File: src/rtl/uart_io_arbiter.sv
// Arbitrates the single UART between the processor IO port (never stalled) and a
// debug/loader monitor with a valid/ready handshake; owns the IO port map and read return.
module uart_io_arbiter #(
  parameter logic [7:0] UART_PORT = 8'h01,
  parameter logic [7:0] RXP_PORT  = 8'h02,
  parameter logic [7:0] TXF_PORT  = 8'h03,
  parameter logic [7:0] OVF_PORT  = 8'h04,
  parameter logic [7:0] OWN_PORT  = 8'hFF
) (
  input  logic       clk,
  input  logic       reset,
  // processor side
  input  logic [7:0] IO_port_ID,
  input  logic [7:0] IO_write_data,
  input  logic       IO_write_strobe,
  input  logic       IO_read_strobe,
  output logic [7:0] IO_read_data,
  // debug monitor side
  input  logic       dbg_req_valid,
  input  logic       dbg_req_write,
  input  logic [7:0] dbg_port_ID,
  input  logic [7:0] dbg_write_data,
  output logic       dbg_req_ready,
  output logic       dbg_rsp_valid,
  output logic [7:0] dbg_rsp_data,
  // UART side
  output logic [7:0] uart_tx_data,
  output logic       uart_write,
  input  logic       uart_tx_full,
  input  logic [7:0] uart_rx_data,
  input  logic       uart_rx_present,
  output logic       uart_read_ack
);

  typedef enum logic {
    IDLE = 1'b0,
    RESP = 1'b1
  } dbg_state_t;

  dbg_state_t state, state_next;

  logic       p_access;
  logic       acc_valid;
  logic       acc_write;
  logic       acc_read;
  logic       acc_is_dbg;
  logic [7:0] acc_port;
  logic [7:0] acc_wdata;
  logic       is_owner;
  logic       overflow;
  logic       dbg_clear_ovf;
  logic [7:0] read_value;

  logic       rx_owner;
  logic [7:0] ovf_count;

  // Both strobes in one cycle count as a single write; the read is dropped.
  assign p_access = IO_read_strobe | IO_write_strobe;

  // NOTE: every signal driven from always_comb gets a default first, so no path
  // through the block can leave it unassigned and infer a latch.
  always_comb begin
    state_next    = state;
    dbg_req_ready = 1'b0;
    dbg_rsp_valid = 1'b0;
    case (state)
      IDLE: begin
        dbg_req_ready = dbg_req_valid & ~p_access;
        if (dbg_req_ready) state_next = RESP;
      end
      RESP: begin
        dbg_rsp_valid = 1'b1;
        state_next    = IDLE;
      end
    endcase
  end

  // Select the single access that executes this cycle.
  always_comb begin
    acc_is_dbg = ~p_access;
    acc_valid  = p_access | dbg_req_ready;
    if (p_access) begin
      acc_port  = IO_port_ID;
      acc_wdata = IO_write_data;
      acc_write = IO_write_strobe;
    end else begin
      acc_port  = dbg_port_ID;
      acc_wdata = dbg_write_data;
      acc_write = dbg_req_write;
    end
    acc_write = acc_write & acc_valid;
    acc_read  = acc_valid & ~acc_write;
  end

  assign is_owner      = (rx_owner == acc_is_dbg);
  assign uart_write    = acc_write & (acc_port == UART_PORT) & ~uart_tx_full;
  assign uart_tx_data  = uart_write ? acc_wdata : 8'h00;
  assign overflow      = acc_write & (acc_port == UART_PORT) & uart_tx_full;
  assign dbg_clear_ovf = acc_read & acc_is_dbg & (acc_port == OVF_PORT);

  // The RX path is hidden from whoever does not own it.
  always_comb begin
    read_value = 8'h00;
    case (acc_port)
      UART_PORT: read_value = is_owner ? uart_rx_data : 8'h00;
      RXP_PORT:  read_value = is_owner ? {7'b0, uart_rx_present} : 8'h00;
      TXF_PORT:  read_value = {7'b0, uart_tx_full};
      OVF_PORT:  read_value = ovf_count;
      OWN_PORT:  read_value = {7'b0, rx_owner};
      default:   read_value = 8'h00;
    endcase
  end

  // NOTE: state registers use non-blocking assignments so every flop samples
  // pre-edge values regardless of process ordering.
  always_ff @(posedge clk or posedge reset) begin
    if (reset) state <= IDLE;
    else       state <= state_next;
  end

  always_ff @(posedge clk or posedge reset) begin
    if (reset) begin
      IO_read_data  <= 8'h00;
      dbg_rsp_data  <= 8'h00;
      uart_read_ack <= 1'b0;
    end else begin
      if (IO_read_strobe && !IO_write_strobe) IO_read_data <= read_value;
      if (dbg_req_ready && !dbg_req_write)    dbg_rsp_data <= read_value;
      uart_read_ack <= acc_read & (acc_port == UART_PORT) & is_owner & uart_rx_present;
    end
  end

  always_ff @(posedge clk or posedge reset) begin
    if (reset) begin
      rx_owner <= 1'b0;
    end else if (acc_write && acc_is_dbg && (acc_port == OWN_PORT)) begin
      rx_owner <= acc_wdata[0];
    end
  end

  // A monitor read of the counter clears it, but a coincident overflow still counts.
  always_ff @(posedge clk or posedge reset) begin
    if (reset) begin
      ovf_count <= 8'h00;
    end else if (dbg_clear_ovf) begin
      ovf_count <= overflow ? 8'h01 : 8'h00;
    end else if (overflow && (ovf_count != 8'hFF)) begin
      ovf_count <= ovf_count + 8'h01;
    end
  end

endmodule

File: config.mk
export PLATFORM = sky130hd
export DESIGN_NAME = uart_io_arbiter
export DESIGN_NICKNAME = d
export VERILOG_FILES = /design/src/rtl/uart_io_arbiter.sv
export SDC_FILE = /design/constraint.sdc
export NUM_CORES = 1
export LEC_CHECK = 0
export ABC_CLOCK_PERIOD_IN_PS = 2300
export CORE_MARGIN = 2
export CORE_UTILIZATION = 42
export DETAILED_ROUTE_END_ITERATION = 8
export GPL_ROUTABILITY_DRIVEN = 0
export PLACE_DENSITY = 0.8
export SLEW_MARGIN = 15
export SYNTH_ARGS = -nofsm -noshare
export SYNTH_HDL_FRONTEND = slang
export SYNTH_SLANG_ARGS = --single-unit
File: constraint.sdc
create_clock -name clk -period 2.3 [get_ports clk]
set_input_delay 0.23 -clock clk [delete_from_list [all_inputs] [get_ports clk]]
set_output_delay 0.23 -clock clk [all_outputs]
set_load 0.01 [all_outputs]
==> impl_metrics.yaml, run 1 <==
critical_path:
  path_cells: "or4b_4, clkinv_4, nand3_4, and2_4, or3_4, buf_6, a21oi_2, buf_2"
  worstSetupStartpointType: "flip-flop"
  cp.depth: 8
  critPathMaxStageDelay_ps: 510
  required_ps: 2070
  cp_max_fo: 5
  critPathCaptureType: "primary output"
  reg2reg_slack_ps: 330
  crit_start: "state$_DFF_PP0_"
  cp_slowest_cell: "or4b_4"
  critical_path_class: "reg -> out"
  reg2reg_depth: 7
  cp.buffers_inverters: 3
  crit_arrival_ps: 2210
  r2r_start: "state$_DFF_PP0_"
  cp_top_family: "simple AND/OR/NAND/NOR gates"
logic_synthesis:
  ys_ff_latch: 27
  yosys_warnings: 0
  synthCells: 198
  synth_seq_area_share: 0.390
  synth-edff-count: 0
  synth_cell_types: 54
  synth_top_cell_by_area: "dfrtp_1"
  syn_nets: 247
  avgSynthCellArea_um2: 8.76
  synthFlopType: "dfrtp_1"
  netlist.area_leader.share: 0.390
  async_reset_ff_frac: 1.00
  ys_top_cells_by_area: "dfrtp_1, nor2_1, nand2_1"
  syn_area_mm2: 0.00173
floorplanning:
  die_h_um: 68.3
  placementRows: 23
  start_util: 0.434
  dieArea_mm2: 0.00466
  num_io_pins: 76
  coreArea_mm2: 0.00400
  dieWidth_um: 68.3
place:
  dp_hpwl_um: 4000
  pre_cts_ws_ps: -620
  portBuffers: 75
layout:
  num_antenna_cells: 0
  layout.nets: 358
  final_util: 0.709
  area.growth.synth_to_final_pct: 63.6
  layout-drive-gt1-share: 0.260
routing:
  vias: 1940
  initialDrtViolationCount: 73
  viasPerCell: 5.42
  drc: 0
  routed_wl_um: 5110
  drt-pass1-iter-count: 4
  ant_nets: 0
  avgRoutedWirePerCell_um: 14.3
timing:
  grt_setup_unrepaired: "yes"
  fmax_mhz: 410
  layout_setup_ws_ps: -139
  fin_crit_ps: 2440
  whs_ps: 323
  hold_violations: 0
  drv_slew: 0
  slew_headroom: 0.639
  tns_ps: -958
  finalSetupViolCount: 9
  skew_ps: 2.99
  period_share: 1.06
  tightest_slew_ps: 539
global_routing:
  first_global_vias: 1750
  grt_overflow: 0
  grt_pass1_wl_um: 7890
  grt_max_degree: 28
  antenna_found_initial: 0
  track_usage: 0.219
clocking:
  clk_latency_ps: 270
  postCtsHoldBufs: 0
  numCtsBuffers: 3
  cts_tree: "done"
  path_clk_slew_ps: 90
  cts.sinks: 27
  cts_root_buf: "clkbuf_8"
  cts_buffer_depth: 2
  htree_levels: 1
pwr:
  leakage_nw: 1.18
  p_per_area_mw_per_mm2: 421
  power_mw: 1.20
  peakVddDrop_v: 0.000442
hold_path:
  hold_path.class: "in -> async"
status:
  violations: "setup timing"
  status: "finished with violations"
job:
  maxCapViolations: 0
## layout by cell type, fill, tap and decap left out, types with 4 or more instances in the layout
| cell type | Yosys | layout |
|---|---|---|
| nor2b_1 | 4 | 4 |
| nand2_1 | 24 | 24 |
| nand4_1 | 9 | 9 |
| a22oi_1 | 7 | 7 |
| a21oi_1 | 17 | 17 |
| inv_1 | 4 | 4 |
| buf_4 | 0 | 39 |
| nor2_1 | 28 | 28 |
| buf_2 | 2 | 8 |
| clkdlybuf4s50_1 | 0 | 64 |
| a21oi_2 | 8 | 8 |
| dfrtp_1 | 27 | 27 |
| mux2i_1 | 4 | 4 |
## power by group
group / internal [mW] / switching [mW]
clock: 0.124 / 0.139
sequential: 0.524 / 0.0300
combinational: 0.225 / 0.153
## sequential cells by signal, summed over array words and instances (netlist names)
name / flops
IO_read_data: 8
uart_read_ack: 1
rx_owner: 1
dbg_rsp_data: 8
state: 1
ovf_count: 8
## metrics by stage
step                      area, um2  std cells
after detailed placement       2780        350
after floorplan                1730        198
after global routing           2840        358
after CTS                      2820        357
final                          2840        358
after global placement         2780        350
## worst reg2reg max path: stages, from the launching register on
cell	delay, ps
dfrtp_1	400
or4b_4	510
clkinv_4	70
nand3_4	50
buf_4	160
a211oi_4	390
mux2i_1	250
nor2_1	60
## worst paths after layout
| kind | endpoint |
|---|---|
| setup / recovery | uart_tx_data[0] |
| hold / removal | dbg_rsp_data[1]$_DFFE_PP0P_ |
| setup reg to reg | ovf_count[1]$_DFFE_PP0P_ |
| hold reg to reg | IO_read_data[7]$_DFFE_PP0P_ |
| max in group asynchronous | ovf_count[6]$_DFFE_PP0P_ |
| min in group clk | uart_read_ack$_DFF_PP0_ |
## synth_stat cells, types with 2 or more instances
cell type   n
nor3_1      3
mux2i_1     4
nor2_1     28
buf_2       2
nand2_1    24
dfrtp_1    27
nand4_1     9
a31oi_1     2
nand4b_1    3
a21oi_2     8
clkbuf_1    6
nor4b_1     2
nand3b_1    2
nand3_1     3
xnor2_1     2
o211ai_1    2
a22oi_1     7
nor2_2      2
a21oi_1    17
nor2b_1     4
o21ai_0     2
inv_1       4
a21bo_2     2
nor4_1      3
## area by class of cell
type / instances / area [um2]
Fill cell: 308 / 1160
Sequential cell: 27 / 676
Timing Repair Buffer: 116 / 1020
Tap cell: 50 / 62.6
Clock buffer: 4 / 45.0
Multi-Input combinational cell: 155 / 1000
Inverter: 6 / 27.5
## cells by family after synthesis
group | share of synthesized area
AND/OR/NAND/NOR | 0.292
AO/OA/AOI/OAI | 0.230
flip-flops | 0.390
buffers and inverters | 0.0411
multiplexers | 0.0296
XOR/XNOR | 0.0101
adder cells (fa/ha/maj) | 0.00721
## layer usage
metal,wire length (um),share of wire,track usage,up-vias
li1,-,-,-,945
met1,2000,0.39,0.273,909
met2,2650,0.52,0.392,82
met3,434,0.085,0.0444,4
met4,33,0.0065,0.0425,0
met5,0,0,0,-
## what timing repair did
action	in CTS	in global routing
setup buffers	2	1
cloned	1	0
gates resized for setup	44	1
endpoints found under the setup margin	9	9
pin swaps	3	0
Power figures use the tool's default switching activity.
==> inputs of run 2 (changes only) <==
--- a/config.mk
+++ b/config.mk
@@ -5,7 +5,6 @@
 export SDC_FILE = /design/constraint.sdc
 export NUM_CORES = 1
 export LEC_CHECK = 0
-export ABC_CLOCK_PERIOD_IN_PS = 2300
 export CORE_MARGIN = 2
 export CORE_UTILIZATION = 42
 export DETAILED_ROUTE_END_ITERATION = 8
==> results of run 2 <==
Same layout as run 1: the final DEF is identical, and so are final timing and power.
